## src/rtl/seg_scan_mux.sv

```systemverilog
// Multiplexed 7-segment scanner with shadow/active buffers,
// frame-aligned commit and per-slot PWM brightness.
module seg_scan_mux #(
  parameter int NUM_DIGITS = 8,
  parameter int TICK_DIV   = 100000,
  parameter int BRIGHT_W   = 3,
  localparam int AW = (NUM_DIGITS > 1) ? $clog2(NUM_DIGITS) : 1
) (
  input  logic                  clk,
  input  logic                  rst,
  input  logic                  disp_en,
  input  logic [BRIGHT_W-1:0]   brightness,
  input  logic                  wr_en,
  input  logic [AW-1:0]         wr_addr,
  input  logic [5:0]            wr_data,
  input  logic                  commit,
  output logic                  busy,
  output logic                  commit_done,
  output logic                  frame_start,
  output logic [NUM_DIGITS-1:0] seg_en,
  output logic [7:0]            seg_out
);

  localparam int CW = $clog2(TICK_DIV);
  localparam int PH = TICK_DIV >> BRIGHT_W;

  typedef enum logic {IDLE, PEND} state_t;

  state_t        state;
  logic [CW-1:0] cnt;
  logic [AW-1:0] idx;
  logic [5:0]    shadow [NUM_DIGITS];
  logic [5:0]    active [NUM_DIGITS];

  logic          tick;
  logic          boundary;
  logic          copy;
  logic          wr_ok;
  logic [CW-1:0] phase;
  logic [5:0]    cur;
  logic          lit;

  assign tick     = (cnt == CW'(TICK_DIV - 1));
  assign boundary = tick && (idx == AW'(NUM_DIGITS - 1));
  assign copy     = boundary && ((state == PEND) || commit);
  assign wr_ok    = wr_en && (int'(wr_addr) < NUM_DIGITS);
  assign busy     = (state == PEND);

  // Phase is never wider than BRIGHT_W bits of value, so a
  // zero-extended compare against brightness is exact.
  assign phase = cnt / CW'(PH);
  assign cur   = active[idx];
  assign lit   = disp_en && (phase <= CW'(brightness)) && !cur[5];

  function automatic logic [6:0] dec(input logic [3:0] h);
    logic [6:0] s;
    s = 7'h00;
    case (h)
      4'h0: s = 7'h7E;
      4'h1: s = 7'h30;
      4'h2: s = 7'h6D;
      4'h3: s = 7'h79;
      4'h4: s = 7'h33;
      4'h5: s = 7'h5B;
      4'h6: s = 7'h5F;
      4'h7: s = 7'h70;
      4'h8: s = 7'h7F;
      4'h9: s = 7'h7B;
      4'hA: s = 7'h7D;
      4'hB: s = 7'h1F;
      4'hC: s = 7'h4E;
      4'hD: s = 7'h3D;
      4'hE: s = 7'h4F;
      4'hF: s = 7'h47;
      default: s = 7'h00;
    endcase
    return s;
  endfunction

  // Slot prescaler, digit index and frame-wrap pulse
  always_ff @(posedge clk or posedge rst) begin
    if (rst) begin
      cnt         <= '0;
      idx         <= '0;
      frame_start <= 1'b0;
    end else begin
      frame_start <= boundary;
      if (tick) begin
        cnt <= '0;
        if (idx == AW'(NUM_DIGITS - 1)) idx <= '0;
        else                            idx <= idx + 1'b1;
      end else begin
        cnt <= cnt + 1'b1;
      end
    end
  end

  // Shadow writes and frame-aligned shadow->active commit
  always_ff @(posedge clk or posedge rst) begin
    if (rst) begin
      state       <= IDLE;
      commit_done <= 1'b0;
      for (int i = 0; i < NUM_DIGITS; i++) begin
        shadow[i] <= 6'b100000;
        active[i] <= 6'b100000;
      end
    end else begin
      commit_done <= copy;
      if (wr_ok) shadow[wr_addr] <= wr_data;
      if (copy) begin
        for (int i = 0; i < NUM_DIGITS; i++) active[i] <= shadow[i];
        state <= IDLE;
      end else if (commit) begin
        state <= PEND;
      end
    end
  end

  // Registered tube drive
  always_ff @(posedge clk or posedge rst) begin
    if (rst) begin
      seg_en  <= '0;
      seg_out <= 8'h00;
    end else begin
      seg_en  <= lit ? (NUM_DIGITS'(1) << idx) : '0;
      seg_out <= lit ? {dec(cur[3:0]), cur[4]} : 8'h00;
    end
  end

endmodule

```

## config.mk

```make
export PLATFORM = sky130hd
export DESIGN_NAME = seg_scan_mux
export DESIGN_NICKNAME = d
export VERILOG_FILES = /design/src/rtl/seg_scan_mux.sv
export SDC_FILE = /design/constraint.sdc
export NUM_CORES = 1
export LEC_CHECK = 0
export BUFFER_PORTS_ARGS = -buffer_cell sky130_fd_sc_hd__buf_2
export CAP_MARGIN = 30
export CORE_MARGIN = 2
export CORE_UTILIZATION = 40
export DETAILED_ROUTE_END_ITERATION = 7
export SETUP_SLACK_MARGIN = 0.02
export SYNTH_ARGS = -nofsm -noshare
export SYNTH_HDL_FRONTEND = slang
export SYNTH_SLANG_ARGS = --single-unit
```

## constraint.sdc

```tcl
create_clock -name clk -period 5.1 [get_ports clk]
set_input_delay 1.53 -clock clk [delete_from_list [all_inputs] [get_ports clk]]
set_output_delay 1.53 -clock clk [all_outputs]
set_load 0.02 [all_outputs]
```

# Yosys cells after proc, flatten, opt, wreduce, memory -nomap -nowiden
# Memories as Yosys holds them, arrays and structs flattened.
# Index checks and enable logic that the tools add are counted.
[totals] output_inout_bits=19 romBits=112 ff_bits=135 memories=1 inputBits=17
[classes] shifts=1 n_bitwise=2 n_lt_le_gt_ge=4 eq_ne=2 div=1 n_mux=12 reduce_logical=8 addsub=2
[mem_list] memory="(no name shown)" words=16 word_bits=7 read_ports=1 rd_clocked_by_memory_dff=0 write_ports=0 line="58" text="case (h)"
[op_table] op="$bwmux 48" count=1
[op_table] op="$bmux 6 s3" count=1
[op_table] op="$demux 6 s3" count=1
[op_table] op="$mux 6" count=3
[op_table] op="$add 17x1->17 const B" count=1
[op_table] op="$div 17x14->17 const B" count=1
[op_table] op="$eq 17x17->1 const B" count=1
[op_table] op="$le 17x3->1" count=1
[op_table] op="$mux 17" count=1
[op_table] op="$mux 8" count=2
[op_table] op="$ge 4x4->1 const B" count=2
[op_table] op="$not 3->4" count=2
[op_table] op="$shl 1x3->8 const A" count=1
[op_table] op="$logic_and 1x1->1" count=5
[op_table] op="$lt 4x1->1 const B" count=1
[op_table] op="$add 3x1->3 const B" count=1
[op_table] op="$eq 3x3->1 const B" count=1
[op_table] op="$mux 3" count=1
[op_table] op="$mux 1" count=2
[op_table] op="$reduce_bool 2->1" count=1
[op_table] op="$logic_not 1->1" count=1
[op_table] op="$logic_or 1x1->1" count=1

# Logic depth before layout (Yosys ltp)
# Gate-level depths: netlist of run 1.
[logic_depth] ltp_word=7 mapped_depth=23 ltp_nobuf=20

# Worst setup path before layout of run 1
# No wires, ideal clock.
[synth_timing] path_kind="reg2reg" start="register cnt[14]" end="register seg_out[5]" setup_slack_ps=427 stages_incl_launch_ff=20 path_buffers=2 arrival_ps=4573 required_ps=5000 path_cell_list="dfrtp_1 > buf_6 > or4_1 > buf_2 > o21ai_1 > a21oi_1 > a311oi_2 > nor4b_1 > or3_1 > or4_4 > o311ai_4 > a32oi_2 > mux2i_1 > o32ai_1 > ha_1 > nor2b_1 > o21a_1 > o21ai_0 > nand4_1 > a311oi_1"
[synth_between] elab_chain_len=5
[synth_lines] element="start, declared" line="30" text="logic [CW-1:0] cnt;"
[synth_lines] element="start signal, assigned" line="93" text="cnt <= cnt + 1'b1;"
[synth_lines] element="$div 17x14->17" line="51" text="assign phase = cnt / CW'(PH);"
[synth_lines] element="$le 17x3->1" line="53" text="assign lit = disp_en && (phase <= CW'(brightness)) && !cur[5];"
[synth_lines] element="$logic_and 1x1->1 (2 in series)" line="53"
[synth_lines] element="$mux 8" line="126" text="seg_out <= lit ? {dec(cur[3:0]), cur[4]} : 8'h00;"
[synth_lines] element="end signal, assigned" line="126"
[synth_lines] element="end, declared" line="21" text="output logic [7:0] seg_out"
# Every way passes these cells.
# A chain may end at the register's enable or synchronous reset.

# Final worst setup path of run 1
[layout_timing] start="register cnt[6]" end="register seg_out[1]"
# The elaborated chain is that of the path after synthesis.

==> results of run 1 <==
[placed cells by master (no fill, tap or decap), types with 4 or more instances in the layout]
master	count
nand2_1	177
dfrtp_1	115
mux2_2	49
buf_4	38
buf_2	35
nor2_1	33
inv_1	19
nor3_1	17
clkbuf_16	17
o21ai_0	16
ha_1	16
dfstp_2	16
xnor2_1	14
nand3_1	13
mux4_2	13
a21oi_1	12
and2_1	9
mux2i_1	9
a211oi_1	8
nand2b_1	8
and3_1	7
xor2_1	7
nand4_1	6
or3_1	6
a31oi_1	5
nor2b_1	5
a21o_1	4
o211ai_1	4
a221oi_1	4
clkinvlp_4	4
clkinv_2	4
dfrtp_2	4
[power by group]
part           internal [mW]  switching [mW]
registers               1.17          0.0449
logic                 0.0795          0.0675
clock network          0.633           0.444
total                   1.88           0.557
[final timing paths]
check | startpoint | endpoint | cells after the start
max | cnt[6] | seg_out[1] | 19
min | active[23] | active[23] | 2
max reg2reg | cnt[6] | seg_out[1] | 19
min reg2reg | active[23] | active[23] | 2
max in group asynchronous | rst | shadow[17] | 3
min in group asynchronous | rst | seg_out[1] | 2
[flip-flops by register name, summed over array words and instances, names as in the netlist]
| signal | cells |
|---|---|
| active | 48 |
| busy | 1 |
| cnt | 17 |
| commit_done | 1 |
| frame_start | 1 |
| idx | 3 |
| seg_en | 8 |
| seg_out | 8 |
| shadow | 48 |
[routing by layer]
metal	vias to the layer above	part of all wire	wire length (microns)	GRT usage
met2	136	0.49	7930	0.304
met1	2559	0.46	7510	0.247
met5	-	0	0	0
met3	16	0.039	643	0.0411
met4	0	0.016	259	0.0601
li1	2551	-	-	-
[worst max-delay path, stage by stage, from the launching register on]
cell      delay (ns)
dfrtp_1         0.39
o21a_4          0.26
o211ai_4        0.24
a211oi_1        0.16
a221o_1         0.31
a311oi_2        0.31
nor4b_1         0.13
or3_1           0.44
or4_4           0.57
o311ai_4        0.25
a32oi_2         0.12
mux2i_1         0.16
o32ai_1         0.30
ha_2            0.22
nor2b_1         0.04
o21a_1          0.17
o21ai_2         0.16
nand4_1         0.13
buf_6           0.18
a221oi_1        0.24
[what timing repair did]
item,in CTS,in global routing
pin swaps,0,6
buffers inserted,0,7
setup endpoints to repair,13,16
resized for setup,2,18
[final cells by class]
class                   instances  area [sq um]
fillers                      1619          8990
multi-input cells             507          3480
flip-flops and latches        135          3400
repair buffers                 76           519
clock buffers                  21           450
well taps                     225           282
inverters                      23          90.1
clock inverters                11          77.6
[through the flow]
stage | worst slack [ns] | utilization | setup TNS (ns)
global placement | 0.0881 | 0.441 | 0
detailed placement | -0.0448 | 0.443 | -0.210
CTS | 0.0479 | 0.474 | 0
global route | -0.0105 | 0.480 | -0.0105
finish | 0.166 | 0.480 | 0
floorplan | 0.427 | - | 0
[logic make-up (layout without fill, tap and decap cells)]
group | count (synthesis) | count (layout) | share of synthesized area
adders and majority gates | 18 | 18 | 0.0315
muxes | 71 | 71 | 0.132
xor gates and xnor gates | 22 | 22 | 0.0283
buffers and inverters | 59 | 131 | 0.0354
AOI/OAI and AO/OA | 92 | 92 | 0.0979
DFF | 135 | 135 | 0.481
and+or+nand+nor | 304 | 304 | 0.194
==> impl_metrics.py, run 1 <==
metrics = {
    "placement": {
        "dp.cells": 959,
        "port_buffers": 35,
        "post_dp_cell_area_sq_um": 7660,
        "dp_hpwl_microns": 11400,
        "place_congestion": 0.911,
    },
    "clock_tree": {
        "cts_buffers": 17,
        "clock_path_buffers": 2,
        "cts_sinks": 135,
        "cts_root_buf": "clkbuf_16",
        "clock_latency_ns": 0.41,
        "clk_pin_slew_ns": 0.06,
        "cts_hold_buffers": 0,
        "h-tree-depth": 4,
        "cts_tree": "done",
    },
    "synth": {
        "yosys.cell_count.top_type": "nand2_1",
        "synth_enable_flop_cells": 0,
        "yosys-top-cells-count": "178 x nand2_1, 119 x dfrtp_1, 49 x mux2_2",
        "seq_area_frac_synth": 0.481,
        "ys_warn_count": 0,
        "synthesis.nets": 735,
        "yosysUniqueCellTypes": 71,
        "synthTopCellsByArea": "dfrtp_1 42%, nand2_1 9.4%, mux2_2 7.8%",
        "ys_ff_latch": 135,
        "postSynthCellCount": 701,
        "synth_top_area_frac": 0.421,
        "postSynth.asyncResetShare": 1.00,
        "synthesis.area_sq_um": 7070,
        "ys.flop_type": "dfrtp_1",
        "synth_top_area_cell": "dfrtp_1",
        "avgSynthCellArea_sq_um": 10.1,
    },
    "worst_setup_path": {
        "reg2reg_slack_ns": 0.17,
        "setup.worst_path.class": "flip-flop to flip-flop",
        "end_kind": "flip-flop",
        "required_ns": 5.39,
        "start_kind": "flip-flop",
        "critPathMaxFanout": 10,
        "crit_arrival_ns": 5.23,
    },
    "floorplan": {
        "die-area_sq_um": 18800,
        "core-area_sq_um": 17300,
        "start_util": 0.409,
        "die_h_microns": 137,
        "io_pins": 36,
        "rows": 48,
        "die_w_microns": 137,
    },
    "global_route": {
        "grt_first_pass_wirelength_microns": 26900,
        "grtUsageTotal": 0.186,
        "antenna_found_initial": 0,
        "grt_overflow": 0,
        "grt_max_degree": 96,
        "grt_pass1_vias": 5383,
    },
    "timing": {
        "maxSlewViolCount": 0,
        "setup_violations": 0,
        "fin_crit_sh": 0.967,
        "max_freq_mhz": 203,
        "skew_ns": 0.00786,
        "relSlewSlack": 0.309,
        "fin_crit_ns": 4.93,
        "hold_viol": 0,
        "holdWs_ns": 0.454,
        "worst_pin_slew_ns": 1.01,
    },
    "detailed_routing": {
        "drt-total-wl_microns": 16300,
        "drtIter0Drc": 492,
        "drt_pass1_iterations": 6,
        "routed-via-count": 5262,
        "postRouteAntennaNets": 0,
        "drc": 0,
        "via_per_inst": 5.27,
        "wl_per_cell_microns": 16.4,
    },
    "flow_run": {
        "cap_violations": 0,
    },
    "finish": {
        "final_nets": 794,
        "final_cells": 998,
        "diodes": 0,
        "drive_gt1_frac": 0.278,
        "finalInstanceArea_sq_um": 8300,
        "synthToLayoutAreaGrowth_pct": 17.4,
    },
    "outcome": {
        "status": "finished, final reports clean",
    },
    "pwr": {
        "ir_worst_vdd_mv": 0.216,
        "leakagePower_nw": 3.94,
        "total_power_mw": 2.44,
        "p_per_area_nw_per_um2": 294,
    },
    "worst_hold_path": {
        "hold_class": "flip-flop to flip-flop",
    },
}
No activity file was read; power rests on OpenSTA's default activity.
==> inputs of run 2 (changes only) <==
--- a/config.mk
+++ b/config.mk
@@ -8,8 +8,9 @@
 export BUFFER_PORTS_ARGS = -buffer_cell sky130_fd_sc_hd__buf_2
 export CAP_MARGIN = 30
 export CORE_MARGIN = 2
-export CORE_UTILIZATION = 40
+export CORE_UTILIZATION = 30
 export DETAILED_ROUTE_END_ITERATION = 7
+export RECOVER_POWER = 100
 export SETUP_SLACK_MARGIN = 0.02
 export SYNTH_ARGS = -nofsm -noshare
 export SYNTH_HDL_FRONTEND = slang
==> run 2 against run 1 <==
- the flow now finishes with violations (capacitance limit, slew limit)
- utilization down 12 points
- largest power group unchanged
- via count fell by 0.36%
- global-route usage is 5.1 points lower
- largest cell class unchanged
==> impl_metrics.py, run 2 (synthesized netlist as in run 1, its figures left out) <==
metrics = {
    "timing": {
        "relSlewSlack": -0.317,
        "skew_ns": 0.0150,
        "setup_violations": 0,
        "hold_viol": 0,
        "worst_pin_slew_ns": 1.98,
        "fin_crit_sh": 0.948,
        "fin_crit_ns": 4.84,
        "maxSlewViolCount": 38,
        "max_freq_mhz": 207,
        "holdWs_ns": 0.453,
    },
    "worst_setup_path": {
        "required_ns": 5.45,
        "crit_arrival_ns": 5.18,
        "cp_top_family": "compound AO/OA/AOI/OAI gates",
        "crit_chain": "o21a_4, o211ai_4, a211oi_1, a221o_1, a311oi_2, nor4b_1, or3_1, or4_4, o311ai_4, a32oi_2, mux2i_1, o32ai_1, ha_1, nor2b_1, o21a_1, o21ai_1, nand4_1, buf_4, nor2_1, and2_1",
        "critPathCapture": "seg_en[0]",
        "start_kind": "flip-flop",
        "setup.worst_path.class": "flip-flop to flip-flop",
        "reg2reg_slack_ns": 0.26,
        "cp.depth": 20,
        "end_kind": "flip-flop",
        "slowest_stage": "or4_4",
        "path_buf_inv": 1,
        "cpPeakStageDelay_ns": 0.56,
        "crit-reg2reg-launch": "cnt[6]",
        "rr_worst_depth": 20,
        "critPathMaxFanout": 10,
        "r2r_end": "seg_en[0]",
        "cp-startpoint": "cnt[6]",
    },
    "placement": {
        "post_dp_cell_area_sq_um": 7830,
        "port_buffers": 35,
        "dp.cells": 1059,
        "place_congestion": 0.896,
        "dp_hpwl_microns": 11300,
    },
    "worst_hold_path": {
        "hold_depth": 2,
        "worstHoldStart": "shadow[17]",
        "hold_class": "flip-flop to flip-flop",
    },
    "detailed_routing": {
        "drt_pass1_iterations": 5,
        "routed-via-count": 5243,
        "drt-total-wl_microns": 15900,
        "via_per_inst": 4.79,
        "postRouteAntennaNets": 0,
        "wl_per_cell_microns": 14.5,
        "drtIter0Drc": 279,
        "drc": 0,
    },
    "finish": {
        "drive_gt1_frac": 0.237,
        "diodes": 0,
        "multiInputGateArea_sq_um": 3450,
        "final_common_cell": "nand2_1",
        "finalInstanceArea_sq_um": 8330,
        "final_util": 0.357,
        "synthToLayoutAreaGrowth_pct": 17.9,
        "n_fill_cell": 2331,
        "final_cells": 1095,
        "layout_common_cells": "177 x nand2_1, 114 x dfrtp_1, 49 x mux2_2",
        "final_nets": 798,
        "reg.largest.list": "active (48), shadow (48), cnt (17)",
        "seq_area_sq_um": 3400,
    },
    "clock_tree": {
        "clk_pin_slew_ns": 0.06,
        "cts_buffers": 17,
        "cts_sinks": 135,
        "h-tree-depth": 4,
        "cts_tree": "done",
        "clock_path_buffers": 2,
        "cts_root_buf": "clkbuf_16",
        "cts_hold_buffers": 0,
        "clock_latency_ns": 0.42,
    },
    "floorplan": {
        "rows": 56,
        "core-area_sq_um": 23300,
        "io_pins": 36,
        "die-area_sq_um": 24800,
        "start_util": 0.303,
        "die_h_microns": 158,
        "die_w_microns": 158,
    },
    "global_route": {
        "grt_max_degree": 92,
        "grt_first_pass_wirelength_microns": 26500,
        "grt_overflow": 0,
        "antenna_found_initial": 0,
        "grtUsageTotal": 0.136,
        "grt_pass1_vias": 5030,
    },
    "pwr": {
        "p_per_area_nw_per_um2": 296,
        "leakagePower_nw": 3.81,
        "total_power_mw": 2.47,
        "ir_worst_vdd_mv": 0.245,
    },
    "flow_run": {
        "cap_violations": 1,
    },
    "outcome": {
        "status": "finished, violations left",
        "failed_checks": "capacitance limit, slew limit",
    },
}
## run 2: cell types whose count changed in the layout (fill, tap and decap cells not counted), moves of 2 or more
cell      before  now
and2_0         0    2
clkbuf_1       3   31
buf_2         35   15
inv_6          1    3
nor2_2         2    0
clkinv_2       4    2
buf_4         38   34
nor2_1        33   35
## run 2: report_power, final
part	leakage, nW	switching, mW	internal (mW)
combinational	1.85	0.0660	0.0756
clock	0.258	0.475	0.638
sequential	1.71	0.0420	1.17
## run 2: layout make-up
type	instances	area share
clock buffers	19	0.0532
multi-input cells	507	0.414
flip-flops and latches	135	0.409
clock inverters	12	0.0116
repair buffers	80	0.0541
well taps	319	0.0479
inverters	23	0.0105
## run 2: how the worst min path moves through the flow
stage,to,slack (ns)
floorplan,active[11],0.43
global placement,active[23],0.44
detailed placement,active[35],0.44
CTS,active[35],0.45
global route,active[47],0.47
finish,active[17],0.45
## run 2: worst register-to-register path, delay by kind of cell (launching register included)
family / cells / cell delay (ns)
compound gates: 10 / 2.27
simple gates: 7 / 1.56
flops: 1 / 0.40
fa+ha+maj: 1 / 0.19
mux: 1 / 0.16
buf+inv: 1 / 0.19
## run 2: per-layer routing
layer / global-route usage / part of all wire / vias up
li1: - / - / 2567
met4: 0.0429 / 0.012 / 0
met3: 0.0295 / 0.035 / 11
met5: 0 / 0 / -
met1: 0.188 / 0.49 / 2582
met2: 0.212 / 0.47 / 83
## run 2: through the flow
stage	setup slack [ns]	setup TNS, ns
2_1_floorplan	0.427	0
3_3_place_gp	0.177	0
3_5_place_dp	0.0814	0
4_1_cts	0.0635	0
5_1_grt	-0.00995	-0.0317
6_report	0.264	0
## run 2: repair_timing
| item | CTS | global route |
|---|---|---|
| gates resized for setup | 0 | 13 |
| buffers inserted | 0 | 5 |
| setup endpoints to repair | 0 | 16 |
==> inputs of run 3 (changes only) <==
--- a/config.mk
+++ b/config.mk
@@ -6,10 +6,13 @@
 export NUM_CORES = 1
 export LEC_CHECK = 0
 export BUFFER_PORTS_ARGS = -buffer_cell sky130_fd_sc_hd__buf_2
-export CAP_MARGIN = 30
+export CELL_PAD_IN_SITES_DETAIL_PLACEMENT = 1
+export CELL_PAD_IN_SITES_GLOBAL_PLACEMENT = 1
 export CORE_MARGIN = 2
 export CORE_UTILIZATION = 30
 export DETAILED_ROUTE_END_ITERATION = 7
+export HOLD_SLACK_MARGIN = 0.05
+export PLACE_DENSITY_LB_ADDON = 0.1
 export RECOVER_POWER = 100
 export SETUP_SLACK_MARGIN = 0.02
 export SYNTH_ARGS = -nofsm -noshare
==> run 3 against run 2 <==
- the flow still finishes with violations (capacitance limit, slew limit)
- sequential cell count unchanged
- critical path depth up 1
- sequential share of layout area down 0.92 points
- clock skew hardly changed
==> impl_metrics.py, run 3 (synthesized netlist as in run 1, its figures left out) <==
metrics = {
    "timing": {
        "fin_crit_sh": 0.964,
        "skew_ns": 0.0149,
        "fin_crit_ns": 4.92,
        "finalWorstSetupSlack_ns": 0.184,
        "setup_violations": 0,
        "holdWs_ns": 0.458,
        "hold_viol": 0,
        "worst_pin_slew_ns": 3.04,
        "max_freq_mhz": 203,
        "maxSlewViolCount": 193,
        "relSlewSlack": -1.03,
    },
    "floorplan": {
        "core-area_sq_um": 23300,
        "die-area_sq_um": 24800,
        "rows": 56,
        "die_h_microns": 158,
        "die_w_microns": 158,
        "io_pins": 36,
        "start_util": 0.303,
    },
    "flow_run": {
        "cap_violations": 3,
    },
    "clock_tree": {
        "cts_sinks": 135,
        "h-tree-depth": 4,
        "cts_root_buf": "clkbuf_16",
        "clock_path_buffers": 2,
        "cts_tree": "done",
        "clk_pin_slew_ns": 0.06,
        "clock_latency_ns": 0.42,
        "cts_buffers": 17,
    },
    "finish": {
        "reg.largest.list": "active (48), shadow (48), cnt (17)",
        "drive_gt1_frac": 0.260,
        "layout_common_cells": "178 x nand2_1, 115 x dfrtp_1, 49 x mux2_2",
        "synthToLayoutAreaGrowth_pct": 20.5,
        "final_common_cell": "nand2_1",
        "final_nets": 802,
        "final_cells": 1100,
        "diodes": 0,
        "final_util": 0.365,
    },
    "detailed_routing": {
        "postRouteAntennaNets": 0,
        "wl_per_cell_microns": 17.6,
        "drc": 0,
        "drtIter0Drc": 299,
        "routed-via-count": 5363,
        "drt-total-wl_microns": 19400,
        "drt_pass1_iterations": 4,
        "via_per_inst": 4.88,
    },
    "pwr": {
        "power_frac_clock": 0.478,
        "total_power_mw": 2.60,
        "netSwitchingPower_mw": 0.624,
        "p_int_mw": 1.98,
        "leakagePower_nw": 3.91,
        "seqPwrFrac": 0.467,
        "ir_worst_vdd_mv": 0.254,
        "swShare": 0.240,
        "p_per_area_nw_per_um2": 305,
        "combPwrFrac": 0.055,
    },
    "global_route": {
        "grt_max_degree": 136,
        "grt_overflow": 0,
        "grt_pass1_vias": 5863,
        "antenna_found_initial": 0,
        "grtUsageTotal": 0.167,
        "grt_first_pass_wirelength_microns": 32000,
    },
    "worst_setup_path": {
        "crit_arrival_ns": 5.27,
        "end_kind": "flip-flop",
        "required_ns": 5.45,
        "crit_chain": "nor4_4, buf_4, buf_4, a21oi_1, o31ai_2, a311oi_4, o211a_1, or3_1, or4_4, o311ai_4, a32oi_4, mux2i_1, o32ai_2, ha_1, nor2b_1, o21a_1, o21ai_2, nand4_1, buf_6, inv_1, and3_1",
        "slowest_stage": "or4_4",
        "cpPeakStageDelay_ns": 0.56,
        "critPathMaxFanout": 10,
        "setup.worst_path.class": "flip-flop to flip-flop",
        "crit_top_cell": "buf_4",
        "start_kind": "flip-flop",
    },
    "placement": {
        "place_congestion": 0.806,
        "port_buffers": 35,
        "dp_hpwl_microns": 13400,
        "dp.cells": 1061,
        "pre_cts_ws_ns": -0.124,
    },
    "worst_hold_path": {
        "hold_class": "flip-flop to flip-flop",
    },
    "outcome": {
        "failed_checks": "capacitance limit, slew limit",
        "status": "finished, violations left",
    },
}
[run 3: cell types whose count changed in the layout (fill, tap and decap cells not counted), sizes merged]
cell,change
clkinvlp,-3
clkinv,-3
clkbuf,-4
inv,+5
bufinv,+1
buf,+9
[run 3: area by class of cell]
type | count | area [sq um]
clock inverters | 12 | 126
well taps | 319 | 399
multi-input cells | 507 | 3530
inverters | 23 | 92.6
clock buffers | 20 | 468
repair buffers | 84 | 499
fillers | 2658 | 14800
flip-flops and latches | 135 | 3400
[run 3: power by group through the flow]
stage                     Combinational, mW  Clock, mW  Sequential [mW]
after global routing                  0.161       1.33             1.23
after detailed placement              0.151          0             1.23
after CTS                             0.151       1.28             1.21
final                                 0.144       1.24             1.21
after global placement                0.144          0             1.23
after floorplan                       0.105          0             1.22
[run 3: per-layer routing]
layer  vias to the layer above  wire (microns)  GRT usage
li1                       2568               -          -
met1                      2716            8860      0.214
met2                        60            9900      0.290
met5                         -               0          0
met3                        19             364     0.0264
met4                         0             284     0.0489
[run 3: critical path: cells and delay by family, from the launching register on]
kind | cells | cell delay, ns
compound gates | 9 | 1.83
fa+ha+maj | 1 | 0.19
buf+inv | 4 | 0.62
flops | 1 | 0.44
mux | 1 | 0.17
simple gates | 6 | 1.58
[run 3: repair_timing]
action	CTS	global route
resized for setup	4	23
hold buffers	0	0
hold endpoints to repair	0	0
endpoints found under the setup margin	13	16
pin swaps	2	5
buffers inserted	4	3
[run 3: through the flow]
step | TNS, ns | cell area [sq um]
after detailed placement | -1.01 | 7830
final | 0 | 8520
after global placement | 0 | 7830
after global routing | -0.240 | 8520
after CTS | 0 | 8470
after floorplan | 0 | 7070
[run 3: worst paths after layout]
path	start	end	slack [ns]	cells after the start
min	active[5]	active[5]	0.46	2
min reg2reg	active[5]	active[5]	0.46	2
max in group asynchronous	rst	cnt[14]	0.93	3
max reg2reg	cnt[12]	seg_en[6]	0.18	21
min in group asynchronous	rst	cnt[15]	2.25	3
max	cnt[12]	seg_en[6]	0.18	21
